**src/rtl/ysyx_22050612_pkg.sv**
```systemverilog
// rtl/ysyx_22050612_pkg.sv - shared state encoding and defaults for the fetch stage
package ysyx_22050612_pkg;

  localparam logic [63:0] IFU_RESET_PC = 64'h8000_0000;
  localparam int          IFU_ADDR_W   = 64;
  localparam int          IFU_INST_W   = 32;

  typedef enum logic [1:0] {
    REQ  = 2'd0,
    WAIT = 2'd1,
    HOLD = 2'd2
  } ifu_state_t;

endpackage

```
**src/rtl/ysyx_22050612_if.sv**
```systemverilog
// rtl/ysyx_22050612_if.sv - instruction memory request/response channel
interface ysyx_22050612_if
  import ysyx_22050612_pkg::*;
#(
  parameter int ADDR_W = IFU_ADDR_W,
  parameter int INST_W = IFU_INST_W
) ();

  logic              imem_req_valid;
  logic              imem_req_ready;
  logic [ADDR_W-1:0] imem_req_addr;
  logic              imem_resp_valid;
  logic [INST_W-1:0] imem_resp_data;
  logic              imem_resp_err;

  modport master (
    output imem_req_valid, imem_req_addr,
    input  imem_req_ready, imem_resp_valid, imem_resp_data, imem_resp_err
  );

  modport slave (
    input  imem_req_valid, imem_req_addr,
    output imem_req_ready, imem_resp_valid, imem_resp_data, imem_resp_err
  );

endinterface

```
**src/rtl/ysyx_22050612_pc_reg.sv**
```systemverilog
// rtl/ysyx_22050612_pc_reg.sv - architectural PC, redirect beats increment beats hold
module ysyx_22050612_pc_reg
  import ysyx_22050612_pkg::*;
#(
  parameter int                ADDR_W   = IFU_ADDR_W,
  parameter logic [ADDR_W-1:0] RESET_PC = ADDR_W'(IFU_RESET_PC)
) (
  input  logic              clk,
  input  logic              rst,
  input  logic              redirect,
  input  logic [ADDR_W-1:0] redirect_pc,
  input  logic              inc,
  output logic [ADDR_W-1:0] pc
);

  always_ff @(posedge clk) begin
    if (rst) begin
      pc <= RESET_PC;
    end else if (redirect) begin
      // targets are word aligned; low bits of dnpc are dropped
      pc <= redirect_pc & ~ADDR_W'(3);
    end else if (inc) begin
      pc <= pc + ADDR_W'(4);
    end
  end

endmodule

```
**src/rtl/ysyx_22050612_ifu.sv**
```systemverilog
// rtl/ysyx_22050612_ifu.sv - single-outstanding instruction fetch with redirect squash
module ysyx_22050612_ifu
  import ysyx_22050612_pkg::*;
#(
  parameter int                ADDR_W   = IFU_ADDR_W,
  parameter int                INST_W   = IFU_INST_W,
  parameter logic [ADDR_W-1:0] RESET_PC = ADDR_W'(IFU_RESET_PC)
) (
  input  logic                  clk,
  input  logic                  rst,
  ysyx_22050612_if.master       imem,
  output logic                  inst_valid,
  input  logic                  inst_ready,
  output logic [INST_W-1:0]     inst,
  output logic [ADDR_W-1:0]     inst_pc,
  output logic                  inst_fault,
  input  logic                  redirect_valid,
  input  logic [ADDR_W-1:0]     redirect_pc
);

  ifu_state_t        state, state_nxt;
  logic              kill, kill_nxt;
  logic              capture;
  logic              pc_inc;
  logic              req_fire;
  logic [ADDR_W-1:0] pc;

  ysyx_22050612_pc_reg #(
    .ADDR_W   (ADDR_W),
    .RESET_PC (RESET_PC)
  ) u_pc_reg (
    .clk         (clk),
    .rst         (rst),
    .redirect    (redirect_valid),
    .redirect_pc (redirect_pc),
    .inc         (pc_inc),
    .pc          (pc)
  );

  assign imem.imem_req_valid = (state == REQ) && !rst;
  assign imem.imem_req_addr  = pc;
  assign req_fire            = imem.imem_req_valid && imem.imem_req_ready;
  assign inst_valid          = (state == HOLD);

  always_comb begin
    state_nxt = state;
    kill_nxt  = kill;
    capture   = 1'b0;
    pc_inc    = 1'b0;
    case (state)
      REQ: begin
        // a redirect racing the handshake leaves a stale fetch in flight
        if (req_fire) begin
          state_nxt = WAIT;
          kill_nxt  = redirect_valid;
        end
      end
      WAIT: begin
        if (imem.imem_resp_valid) begin
          state_nxt = REQ;
          kill_nxt  = 1'b0;
          if (!kill && !redirect_valid) begin
            capture   = 1'b1;
            state_nxt = HOLD;
          end
        end else if (redirect_valid) begin
          kill_nxt = 1'b1;
        end
      end
      HOLD: begin
        if (redirect_valid) begin
          state_nxt = REQ;
        end else if (inst_ready) begin
          state_nxt = REQ;
          pc_inc    = 1'b1;
        end
      end
      default: begin
        state_nxt = REQ;
        kill_nxt  = 1'b0;
      end
    endcase
  end

  always_ff @(posedge clk) begin
    if (rst) begin
      state      <= REQ;
      kill       <= 1'b0;
      inst       <= '0;
      inst_pc    <= '0;
      inst_fault <= 1'b0;
    end else begin
      state <= state_nxt;
      kill  <= kill_nxt;
      if (capture) begin
        inst       <= imem.imem_resp_data;
        inst_pc    <= pc;
        inst_fault <= imem.imem_resp_err;
      end
    end
  end

endmodule
```
**src/flat_wrapper.sv**
```systemverilog
// flat-port wrapper written by rule: the top's interface ports become plain ports
module ysyx_22050612_ifu_flat import ysyx_22050612_pkg::*;
#(
  parameter int                ADDR_W   = IFU_ADDR_W,
  parameter int                INST_W   = IFU_INST_W,
  parameter logic [ADDR_W-1:0] RESET_PC = ADDR_W'(IFU_RESET_PC)
)
  (clk, rst, inst_valid, inst_ready, inst, inst_pc, inst_fault, redirect_valid, redirect_pc, imem_imem_req_valid, imem_imem_req_addr, imem_imem_req_ready, imem_imem_resp_valid, imem_imem_resp_data, imem_imem_resp_err);
  ysyx_22050612_if #(.ADDR_W(ADDR_W), .INST_W(INST_W)) imem_i ();
  input  logic clk;
  input  logic rst;
  output logic inst_valid;
  input  logic inst_ready;
  output logic [INST_W-1:0] inst;
  output logic [ADDR_W-1:0] inst_pc;
  output logic inst_fault;
  input  logic redirect_valid;
  input  logic [ADDR_W-1:0] redirect_pc;
  output wire logic [$bits(imem_i.imem_req_valid)-1:0] imem_imem_req_valid;
  output wire logic [$bits(imem_i.imem_req_addr)-1:0] imem_imem_req_addr;
  input wire logic [$bits(imem_i.imem_req_ready)-1:0] imem_imem_req_ready;
  input wire logic [$bits(imem_i.imem_resp_valid)-1:0] imem_imem_resp_valid;
  input wire logic [$bits(imem_i.imem_resp_data)-1:0] imem_imem_resp_data;
  input wire logic [$bits(imem_i.imem_resp_err)-1:0] imem_imem_resp_err;
  assign imem_imem_req_valid = imem_i.imem_req_valid;
  assign imem_imem_req_addr = imem_i.imem_req_addr;
  assign imem_i.imem_req_ready = imem_imem_req_ready;
  assign imem_i.imem_resp_valid = imem_imem_resp_valid;
  assign imem_i.imem_resp_data = imem_imem_resp_data;
  assign imem_i.imem_resp_err = imem_imem_resp_err;
  ysyx_22050612_ifu #(.ADDR_W(ADDR_W), .INST_W(INST_W), .RESET_PC(RESET_PC)) u_core (.clk(clk), .rst(rst), .imem(imem_i), .inst_valid(inst_valid), .inst_ready(inst_ready), .inst(inst), .inst_pc(inst_pc), .inst_fault(inst_fault), .redirect_valid(redirect_valid), .redirect_pc(redirect_pc));
endmodule
```
**config.mk**
```make
export PLATFORM = sky130hd
export DESIGN_NAME = ysyx_22050612_ifu_flat
export DESIGN_NICKNAME = d
export VERILOG_FILES = /design/src/rtl/ysyx_22050612_pkg.sv /design/src/rtl/ysyx_22050612_if.sv /design/src/rtl/ysyx_22050612_pc_reg.sv /design/src/rtl/ysyx_22050612_ifu.sv /design/src/flat_wrapper.sv
export SDC_FILE = /design/constraint.sdc
export NUM_CORES = 1
export LEC_CHECK = 0
export ABC_AREA = 0
export ABC_CLOCK_PERIOD_IN_PS = 4550
export BUFFER_PORTS_ARGS = -buffer_cell sky130_fd_sc_hd__buf_2
export CORE_MARGIN = 8
export CORE_UTILIZATION = 25
export CTS_CLUSTER_DIAMETER = 80
export DETAILED_ROUTE_END_ITERATION = 6
export GPL_ROUTABILITY_DRIVEN = 0
export REMOVE_ABC_BUFFERS = 1
export SYNTH_ARGS = -nofsm -noshare
export SYNTH_HDL_FRONTEND = slang
export SYNTH_SLANG_ARGS = --single-unit
```
**constraint.sdc**
```tcl
create_clock -name clk -period 4.55 [get_ports clk]
set_input_delay 0.2275 -clock clk [delete_from_list [all_inputs] [get_ports clk]]
set_output_delay 0.2275 -clock clk [all_outputs]
set_load 0.02 [all_outputs]
```
=== Word level (Yosys, flattened, before mapping) ===
Index checks and enable logic that the tools add are counted.

* Register bits after elaboration: 164
* Output and inout port bits: 163
* Word-level logic and storage cells: 44
* Input bits: 103

* Eq/ne operators: 6
* Reductions and logical operators: 11
* Muxes and demuxes: 18
* Bitwise operators: 1
* Add/subtract/negate cells: 1

{| class="wikitable"
|+ Operator list
! operator !! count
|-
| 64-bit 2-to-1 mux || 2
|-
| 64-bit by 3-bit adder with 64-bit output (second input constant) || 1
|-
| 2-bit 2-to-1 mux || 5
|-
| 1-bit 2-to-1 mux || 9
|-
| 2-bit case mux with 3 select lines || 1
|-
| 3-bit AND reduction || 2
|-
| 1-bit logical AND || 3
|-
| 1-bit zero test || 3
|-
| 3-bit by 1-bit inequality test with 1-bit output (second input constant) || 1
|-
| 3-bit inequality test (second input constant) || 1
|-
| 1-bit case mux with 3 select lines || 1
|-
| 2-bit by 1-bit == test with 1-bit output (second input constant) || 1
|-
| 2-bit == test (second input constant) || 1
|-
| 2-bit zero test || 1
|-
| 2-bit by 1-bit inequality test with 1-bit output (second input constant) || 1
|-
| 2-bit inequality test (second input constant) || 1
|-
| 2-bit nonzero test || 1
|-
| 2-bit OR reduction || 1
|-
| 1-bit inverter || 1
|}

=== Depth between registers and ports, before layout ===
Gate-level depths: netlist of the first run.

* Word-level depth: 5
* Depth in mapped cells: 8
* Gate-level depth less buffers: 6

=== Cells and area by module ===
Synthesis of the first run repeated with hierarchy kept, for this count alone.

* Cells, all modules: 928
* Area, all modules: 7858.8 um^2

{| class="wikitable"
|+ By module, submodules not included
! module !! area an instance (um^2) !! sequential area each (um^2) !! times used !! cells each
|-
| ysyx_22050612_ifu || 4045.1 || 2001.9 || 1 || 444
|-
| ysyx_22050612_pc_reg || 3813.7 || 1241.2 || 1 || 484
|}

=== Least setup slack after synthesis of the first run ===
No wires, ideal clock.

* Path type: reg-to-reg
* Start point: reg u_core.u_pc_reg.pc[14]
* End point: reg u_core.u_pc_reg.pc[58]
* Buffers on the path: 1
* Setup slack: 1971 ps
* Stages on the path, launching flop included: 7
* Arrival: 2488 ps
* Data required time: 4459 ps
* Library setup time: 91 ps
* Clock period less this slack: 2579 ps
* Cell sequence: dfxtp_1 > nand4_4 > or4_4 > buf_6 > or4_4 > or3_1 > a311oi_1

* Cells in the longest elaborated chain, start to end: 3

{| class="wikitable"
|+ RTL lines
! item !! line !! text
|-
| start, declared || ysyx_22050612_pc_reg.sv:13 || <nowiki>output logic [ADDR_W-1:0] pc</nowiki>
|-
| start signal, assigned || ysyx_22050612_pc_reg.sv:21 || <nowiki>pc <= redirect_pc & ~ADDR_W'(3);</nowiki>
|-
| start signal, assigned || ysyx_22050612_pc_reg.sv:23 || <nowiki>pc <= pc + ADDR_W'(4);</nowiki>
|-
| 64-bit by 3-bit adder with 64-bit output || ysyx_22050612_pc_reg.sv:23 ||
|-
| 64-bit 2-to-1 mux || ysyx_22050612_pc_reg.sv:22 || <nowiki>end else if (inc) begin</nowiki>
|-
| 64-bit 2-to-1 mux || ysyx_22050612_pc_reg.sv:19 || <nowiki>end else if (redirect) begin</nowiki>
|}

Every way passes these cells. The select of a mux whose other input is x is not followed.
A chain may end at the register's enable or synchronous reset.

=== Worst setup path in the final report of the first run ===
* Start point: reg u_core.state[1]
* End point: reg u_core.u_pc_reg.pc[59]

* Cells in the longest elaborated chain, start to end: 3

{| class="wikitable"
|+ RTL lines
! item !! line !! text
|-
| start, declared || ysyx_22050612_ifu.sv:21 || <nowiki>ifu_state_t state, state_nxt;</nowiki>
|-
| start signal, assigned || ysyx_22050612_ifu.sv:93 || <nowiki>state <= state_nxt;</nowiki>
|-
| 2-bit == test || ysyx_22050612_ifu.sv:50 || <nowiki>case (state)</nowiki>
|-
| 1-bit 2-to-1 mux || ysyx_22050612_ifu.sv:50 ||
|-
| 2-bit nonzero test (no line) || - ||
|}

Every way passes these cells.

==> results of run 1 <==
## critical path, stage by stage (launching register included)
cell and delay, ns:
dfxtp_1 0.55, nand2b_1 0.17, or4_1 0.76, nor4_4 1.12, a211oi_1 0.15, a2111oi_0 0.44
## cell families after synthesis
family | after synthesis
other cells | 1
flops | 160
buf+inv | 95
mux | 4
fa+ha+maj | 1
compound gates | 185
simple gates | 434
xor+xnor | 36
## Yosys cell counts (2+ instances only)
cell | number | area share
nand3_1 | 22 | 0.015
buf_6 | 2 | 0.0031
dfxtp_1 | 160 | 0.44
and2_1 | 2 | 0.0017
nor2_1 | 62 | 0.032
o31ai_1 | 5 | 0.0052
inv_1 | 22 | 0.011
nor4b_1 | 7 | 0.0085
a2111oi_0 | 8 | 0.0097
and4_1 | 14 | 0.017
a31o_2 | 2 | 0.0024
o21ai_0 | 7 | 0.0048
nor2b_1 | 5 | 0.0043
nor3_1 | 21 | 0.015
a211oi_1 | 36 | 0.037
xor2_1 | 5 | 0.0060
or4_4 | 3 | 0.0047
and3_1 | 10 | 0.0086
or4_1 | 8 | 0.0083
mux2i_1 | 4 | 0.0055
buf_4 | 5 | 0.0052
clkbuf_8 | 2 | 0.0038
a311oi_1 | 16 | 0.019
or3_1 | 6 | 0.0052
nand4_1 | 20 | 0.017
a21oi_1 | 104 | 0.072
buf_2 | 4 | 0.0028
nor4_1 | 16 | 0.014
dlygate4sd1_1 | 2 | 0.0024
nand2_1 | 221 | 0.11
nand4b_1 | 3 | 0.0036
xnor2_1 | 31 | 0.038
nor3b_1 | 2 | 0.0021
clkbuf_1 | 54 | 0.028
or2_2 | 2 | 0.0017
## stage by stage
stage | cells | instance area (µm²)
global route | 1531 | 9420
finish | 1531 | 9420
CTS | 1530 | 9410
global placement | 1499 | 8770
detailed placement | 1499 | 8770
floorplan | 847 | 6900
## per-layer routing
metal	part of all wire	track usage
met1	0.45	0.192
met3	0.081	0.0509
met2	0.45	0.235
met5	0.0030	0
met4	0.011	0.0387
## flip-flops by register name, indices dropped and copies added (netlist names)
name / count
u_core.state: 2
u_core.kill: 1
u_core.inst: 32
u_core.inst_fault: 1
u_core.inst_pc: 62
u_core.u_pc_reg.pc: 62
## worst max-delay path by stage
stage / from / to / slack (ns)
after floorplan: u_core.state[0] / u_core.inst[0] / -1.10
after global placement: u_core.state[1] / u_core.u_pc_reg.pc[55] / 1.41
after detailed placement: u_core.state[1] / u_core.u_pc_reg.pc[59] / 1.25
after CTS: u_core.state[1] / u_core.u_pc_reg.pc[59] / 1.22
after global routing: u_core.state[1] / u_core.u_pc_reg.pc[55] / 0.91
final: u_core.state[1] / u_core.u_pc_reg.pc[59] / 1.22
## area by class of cell
type | instances | area, µm² | area share
diodes | 1 | 2.50 | 0.000266
clock buffers | 20 | 447 | 0.0474
clock inverters | 10 | 185 | 0.0197
inverters | 23 | 87.6 | 0.00930
multi-input cells | 664 | 3630 | 0.386
flip-flops and latches | 160 | 3200 | 0.340
well taps | 384 | 480 | 0.0510
repair buffers | 269 | 1380 | 0.147
## power by group
part / internal, mW / leakage, nW / switching [mW]
combinational: 0.125 / 2.11 / 0.208
clock: 0.984 / 0.306 / 0.607
sequential: 1.45 / 1.31 / 0.0796
==> results_dict.tcl, run 1 <==
set metrics [dict create \
    status "complete, no violations" \
    synth_compound_area_frac 0.159 \
    hold_depth 3 \
    p_per_area_nw_per_um2 367 \
    synth_flop_cell "dfxtp_1" \
    finalHoldViolCount 0 \
    slew_viol_final 0 \
    rsz0062_at_grt "false" \
    end_kind "register" \
    most-common-layout-cells "258 x buf_2, 221 x nand2_1, 160 x dfxtp_1" \
    mostFrequentLayoutCell "buf_2" \
    synth_top_family_by_area "simple AND/OR/NAND/NOR gates" \
    cts_buffers 17 \
    grt_overflow 0 \
    clkSlewWorstSetupHoldPaths_ns 0.07 \
    grt.total_usage 0.149 \
    die_h_um 186 \
    synth-xor-area-share 0.0436 \
    rows 62 \
    avgSynthCellArea_um2 7.90 \
    cts_tree "yes" \
    preCtsSetupSlack_ns 1.25 \
    detail_route.iter0.violations 439 \
    hold_class "input pin to register" \
    die-area_um2 34700 \
    io-pin-count 266 \
    required_ns 4.84 \
    yosys-mux-area-fraction 0.00553 \
    timing.slew.headroom 0.181 \
    synth_area_um2 7240 \
    setup_slack_ns 1.22 \
    root_buffer "clkbuf_16" \
    cp_max_fo 21 \
    power_leakage_nw 3.72 \
    firstDrtPassIters 4 \
    worstHoldStart "imem_imem_resp_data[31]" \
    worstReg2RegStart "u_core.state[1]" \
    ys.warnings.count 0 \
    nFillCells 3086 \
    synth.distinct_cells 58 \
    dp.final_hpwl_um 18800 \
    synthSimpleGateAreaFrac 0.287 \
    wl_per_cell_um 17.2 \
    areaGrowthSynthToFinish_pct 30.1 \
    grt_max_degree 103 \
    final_util 0.329 \
    clock_latency_ns 0.43 \
    antenna_found_initial 7 \
    totalWireLength_um 26300 \
    setup_viol 0 \
    hold_buffers 1 \
    fin_tns_setup_ns 0 \
    p_total_mw 3.46 \
    ant_nets 0 \
    arrival_ns 3.62 \
    die_w_um 186 \
    synth_edf_count 0 \
    drv_cap 0 \
    route.detailed.drc 0 \
    drive_above_1_share 0.271 \
    portBuffers 259 \
    grt_first_pass_wirelength_um 40200 \
    hold_slack_ns 0.0255 \
    max_freq_mhz 300 \
    synthAdderAreaFrac 0.00173 \
    finalCriticalPeriod_ns 3.33 \
    reg2reg_slack_ns 1.22 \
    synth_seq_cells 160 \
    vias 7249 \
    clock_path_buffers 2 \
    fin_worst_skew_ns 0.0167 \
    htreeDepth 4 \
    worstSetupPathType "register to register" \
    layout.nets 1239 \
    core_um2 28600 \
    worst_pin_slew_ns 1.22 \
    ys_async_sr_fraction 0 \
    finalCritPeriodShare 0.732 \
    grt_pass1_vias 7037 \
    cts_resized 0 \
    r2r_cells 5 \
    vias_per_cell 4.73 \
    ir_drop_mv 0.204 \
    synthCells 916 \
    critPathLaunchType "register" \
    postCtsSetupBuffers 0 \
    cts_sinks 160 \
    ys_seq_area_frac 0.442 \
    holdPathEnd "u_core.inst[31]" \
    start_util 0.253 \
    reg2reg_to "u_core.u_pc_reg.pc[59]" \
]
(Power assumes the default switching activity.)
==> inputs of run 2 (changes only) <==
- ABC_CLOCK_PERIOD_IN_PS: 4550 -> 3000
- clock period: 4.55 -> 3 ns (I/O delays scaled with it)
==> run 2 against run 1 <==
  * Sequential power increased by 51%
  * Final cell count increased by 6.1%
  * Non-clock buffer count rose by 94
  * Critical path depth grew 1
  * Clock-buffer cell count down 1
  * First-iteration DRC count rose by 0.23%
  * Core utilization rose by 3.1 points
  * Combinational power increased by 90%
  * Clock skew up 0.0019 ns
  * Wire length increased by 5.5%
  * Largest cell class unchanged
  * Highest routed layer unchanged
==> results_dict.tcl, run 2 (same netlist as run 1, synthesis figures left out) <==
set metrics [dict create \
    swShare 0.274 \
    grt_max_degree 103 \
    rows 62 \
    final_util 0.360 \
    p_total_mw 5.24 \
    drive_above_1_share 0.265 \
    core_um2 28600 \
    grt_first_pass_wirelength_um 42500 \
    die_h_um 186 \
    ant_nets 0 \
    vias 7739 \
    cts_sinks 160 \
    critPathLaunchType "register" \
    ir_drop_mv 0.274 \
    fin_worst_skew_ns 0.0185 \
    setup_viol 0 \
    hold_slack_ns 0.0176 \
    arrival_ns 2.96 \
    nFillCells 3008 \
    worst_pin_slew_ns 1.17 \
    comb_power_share 0.121 \
    die-area_um2 34700 \
    clock_path_buffers 2 \
    cp_slowest_cell "or4_1" \
    wl_per_cell_um 17.0 \
    start_util 0.253 \
    vias_per_cell 4.76 \
    clkSlewWorstSetupHoldPaths_ns 0.07 \
    detail_route.iter0.violations 440 \
    io-pin-count 266 \
    top_regs "u_core.inst_pc: 62 flops, u_core.u_pc_reg.pc: 62 flops, u_core.inst: 32 flops" \
    antenna_found_initial 1 \
    drv_cap 0 \
    max_freq_mhz 381 \
    fin_area_um2 10300 \
    grt_pass1_vias 7540 \
    sequentialPowerShare 0.440 \
    p_per_area_nw_per_um2 509 \
    required_ns 3.34 \
    layout.nets 1333 \
    htreeDepth 4 \
    antenna_cells 0 \
    timing.slew.headroom 0.223 \
    dp.final_hpwl_um 19200 \
    place_area_um2 8900 \
    slew_viol_final 0 \
    grt_overflow 0 \
    cts_buffers 17 \
    status "complete, no violations" \
    worstSetupPathType "register to register" \
    hold_class "input pin to register" \
    cp_max_fo 6 \
    postCtsSetupBuffers 0 \
    die_w_um 186 \
    mostFrequentLayoutCell "buf_2" \
    reg2reg_slack_ns 0.37 \
    fin_tns_setup_ns 0 \
    finalCritPeriodShare 0.875 \
    switchingPower_mw 1.44 \
    clock_latency_ns 0.44 \
    root_buffer "clkbuf_16" \
    clkPwrFrac 0.439 \
    power.internal_mw 3.81 \
    cts_tree "yes" \
    grt.total_usage 0.156 \
    crit_path_cell_trace "ha_1 > inv_1 > nor4_1 > nand4_1 > or4_1 > a311oi_1" \
    firstDrtPassIters 5 \
    portBuffers 259 \
    rsz0062_at_grt "false" \
    most-common-layout-cells "258 x buf_2, 221 x nand2_1, 160 x dfxtp_1" \
    finalCriticalPeriod_ns 2.63 \
    power_leakage_nw 4.10 \
    totalWireLength_um 27700 \
    areaGrowthSynthToFinish_pct 42.2 \
    cts_resized 0 \
    route.detailed.drc 0 \
    finalHoldViolCount 0 \
    end_kind "register" \
    max_stage_delay_ns 0.60 \
]
## run 2: cell count changes in the layout (fill, tap and decap cells not counted), sizes merged, moves of 2 or more
cell,delta
buf,+16
clkinvlp,+4
dlygate4sd3,+78
bufinv,-2
## run 2: routing by layer
layer,routed length [µm],vias up,GRT usage
li1,-,3827,-
met1,12400,3610,0.203
met2,12700,274,0.251
met3,2320,26,0.0451
met4,305,2,0.0362
met5,14,-,0
## run 2: worst max-delay path: cells and delay by family (launching register included)
family          cells  cell delay, ns
flops               1            0.43
simple gates        3            1.48
compound gates      1            0.26
buf+inv             1            0.06
fa+ha+maj           1            0.31
## run 2: path summary, 6_finish.rpt
path / from / to / depth (start not counted)
worst max-delay path: u_core.u_pc_reg.pc[2] / u_core.u_pc_reg.pc[52] / 6
worst min-delay path: redirect_pc[19] / u_core.u_pc_reg.pc[19] / 3
worst min register to register: u_core.inst_pc[29] / u_core.inst_pc[29] / 2
worst max register to register: u_core.u_pc_reg.pc[2] / u_core.u_pc_reg.pc[52] / 6
## run 2: stage by stage
| stage | std cells | setup WS (ns) |
|---|---|---|
| final | 1625 | 0.375 |
| after global routing | 1625 | 0.201 |
| after CTS | 1625 | 0.370 |
| after detailed placement | 1515 | 0.387 |
| after global placement | 1515 | 0.420 |
| after floorplan | 847 | -2.65 |
## run 2: final cells by class
class	count	area (µm²)	area share
Sequential cell	160	3200	0.311
Timing Repair Buffer	363	2290	0.223
Inverter	23	87.6	0.00851
Clock inverter	12	159	0.0154
Clock buffer	19	443	0.0430
Multi-Input combinational cell	664	3630	0.353
Tap cell	384	480	0.0467
## run 2: timing repair
item / in CTS / in global routing
endpoints found under the hold margin: 79 / 0
setup endpoints to repair: 0 / 0
hold buffers: 79 / 0
## run 2: power groups by stage
stage                     clock network (mW)  logic, mW  registers (mW)
after floorplan                            0      0.176            2.43
after global placement                     0      0.547            2.35
after detailed placement                   0      0.551            2.35
after CTS                               2.38      0.637            2.31
after global routing                    2.47      0.690            2.32
final                                   2.30      0.634            2.31
==> inputs of run 3 (changes only) <==
- CTS_BUF_LIST: unset -> sky130_fd_sc_hd__clkbuf_4
- PLACE_DENSITY: unset -> 0.46
==> run 3 against run 2 <==
  * Die area stayed put
  * Combinational power is 4.4% higher
  * Sequential power hardly changed
  * Register-to-register slack worse by 0.03 ns
  * Critical endpoint is now u_core.u_pc_reg.pc[58]
  * Largest cell class unchanged
  * Highest routed layer unchanged
==> results_dict.tcl, run 3 (same netlist as run 1, synthesis figures left out) <==
set metrics [dict create \
    status "complete, no violations" \
    cp_slowest_cell "or4_4" \
    instances_no_fill 1659 \
    dp.final_hpwl_um 19400 \
    die_w_um 186 \
    worstSetupPathType "register to register" \
    most-common-layout-cells "258 x buf_2, 221 x nand2_1, 160 x dfxtp_1" \
    power.internal_mw 2.92 \
    crit_path_cell_trace "nand3_1 > or4_4 > or4_4 > or3_1 > a311oi_1" \
    io-pin-count 266 \
    arrival_ns 3.15 \
    p_per_area_nw_per_um2 417 \
    die-area_um2 34700 \
    place_area_um2 8960 \
    setup_slack_ns 0.348 \
    critPathLaunchType "register" \
    detail_route.iter0.violations 401 \
    swShare 0.319 \
    cts_sinks 160 \
    drive_above_1_share 0.263 \
    hold_slack_ns 0.158 \
    switchingPower_mw 1.37 \
    portBuffers 259 \
    start_util 0.253 \
    htreeDepth 4 \
    path_delay_family "simple AND/OR/NAND/NOR gates" \
    grt_pass1_vias 7632 \
    ff_latch_area_um2 3200 \
    fin_worst_skew_ns 0.0262 \
    p_total_mw 4.29 \
    ant_nets 0 \
    totalWireLength_um 27700 \
    cts_resized 0 \
    areaGrowthSynthToFinish_pct 41.9 \
    clock_path_buffers 2 \
    sequentialPowerShare 0.538 \
    fin_area_um2 10300 \
    grt_overflow 0 \
    antenna_found_initial 3 \
    vias_per_cell 4.65 \
    power_leakage_nw 4.10 \
    max_freq_mhz 377 \
    setup_viol 0 \
    max_stage_delay_ns 0.68 \
    clkSlewWorstSetupHoldPaths_ns 0.17 \
    required_ns 3.49 \
    hold_class "input pin to register" \
    route.detailed.drc 0 \
    clkPwrFrac 0.308 \
    end_kind "register" \
    drv_cap 0 \
    cts_buffers 17 \
    cp.buffers_inverters 0 \
    cp_max_fo 9 \
    top_regs "u_core.inst_pc: 62 flops, u_core.u_pc_reg.pc: 62 flops, u_core.inst: 32 flops" \
    die_h_um 186 \
    fin_tns_setup_ns 0 \
    grt_first_pass_wirelength_um 42600 \
    grt_max_degree 96 \
    multi_input_comb_area_um2 3630 \
    firstDrtPassIters 4 \
    core_um2 28600 \
    layout.nets 1364 \
    nFillCells 3089 \
    dp_cells 1521 \
    slew_viol_final 0 \
    preCtsSetupSlack_ns 0.388 \
    grt.total_usage 0.155 \
    ir_drop_mv 0.205 \
    vias 7710 \
    timing.slew.headroom 0.227 \
    worst_pin_slew_ns 1.16 \
    mostFrequentLayoutCell "buf_2" \
    clock_latency_ns 0.57 \
    wl_per_cell_um 16.7 \
    cts_tree "yes" \
    finalCritPeriodShare 0.884 \
    crit_top_cell "or4_4" \
    root_buffer "clkbuf_4" \
    final_util 0.359 \
    rsz0062_at_grt "false" \
    comb_power_share 0.154 \
    finalHoldViolCount 0 \
    rows 62 \
    finalCriticalPeriod_ns 2.65 \
]
## run 3: cell types whose count changed in the layout (fill, tap and decap cells not counted), sizes merged
cell and change:
buf +6, bufinv -2, clkbuf -2, clkinv +2
diode +2, dlygate4sd3 +25, inv +3
## run 3: worst paths after layout
path	end	start	slack, ns	cells past startpoint
worst min-delay path	u_core.state[1]	redirect_valid	0.16	3
worst max-delay path	u_core.u_pc_reg.pc[58]	u_core.u_pc_reg.pc[10]	0.35	5
worst max register to register	u_core.u_pc_reg.pc[58]	u_core.u_pc_reg.pc[10]	0.35	5
worst min register to register	u_core.inst_pc[3]	u_core.inst_pc[3]	0.46	2
## run 3: cell type report
type,count,area share
diodes,2,0.000487
clock buffers,17,0.0124
multi-input cells,664,0.353
repair buffers,394,0.253
well taps,384,0.0468
clock inverters,15,0.0132
inverters,23,0.00853
flip-flops and latches,160,0.312
## run 3: metal layers
metal  track usage  wire length, µm  part of all wire
met4        0.0286              213            0.0077
met5             0                8           0.00029
met3        0.0460             2220             0.080
met1         0.204            12900              0.47
met2         0.249            12300              0.45
## run 3: timing repair
| action | 4_1_cts | 5_1_grt |
|---|---|---|
| setup buffers | 0 | 0 |
| hold buffers | 104 | 0 |
| hold endpoints to repair | 121 | 0 |
## run 3: tightest hold or removal path: cells and delay by family
kind	cells	cell delay (ns)
simple gates	2	0.28
buf+inv	1	0.24
## run 3: power by group through the flow
stage / Sequential (mW) / Clock (mW) / Combinational, mW
2_1_floorplan: 2.43 / 0 / 0.176
3_3_place_gp: 2.35 / 0 / 0.557
3_5_place_dp: 2.35 / 0 / 0.558
4_1_cts: 2.31 / 1.39 / 0.669
5_1_grt: 2.32 / 1.47 / 0.722
6_report: 2.31 / 1.32 / 0.662
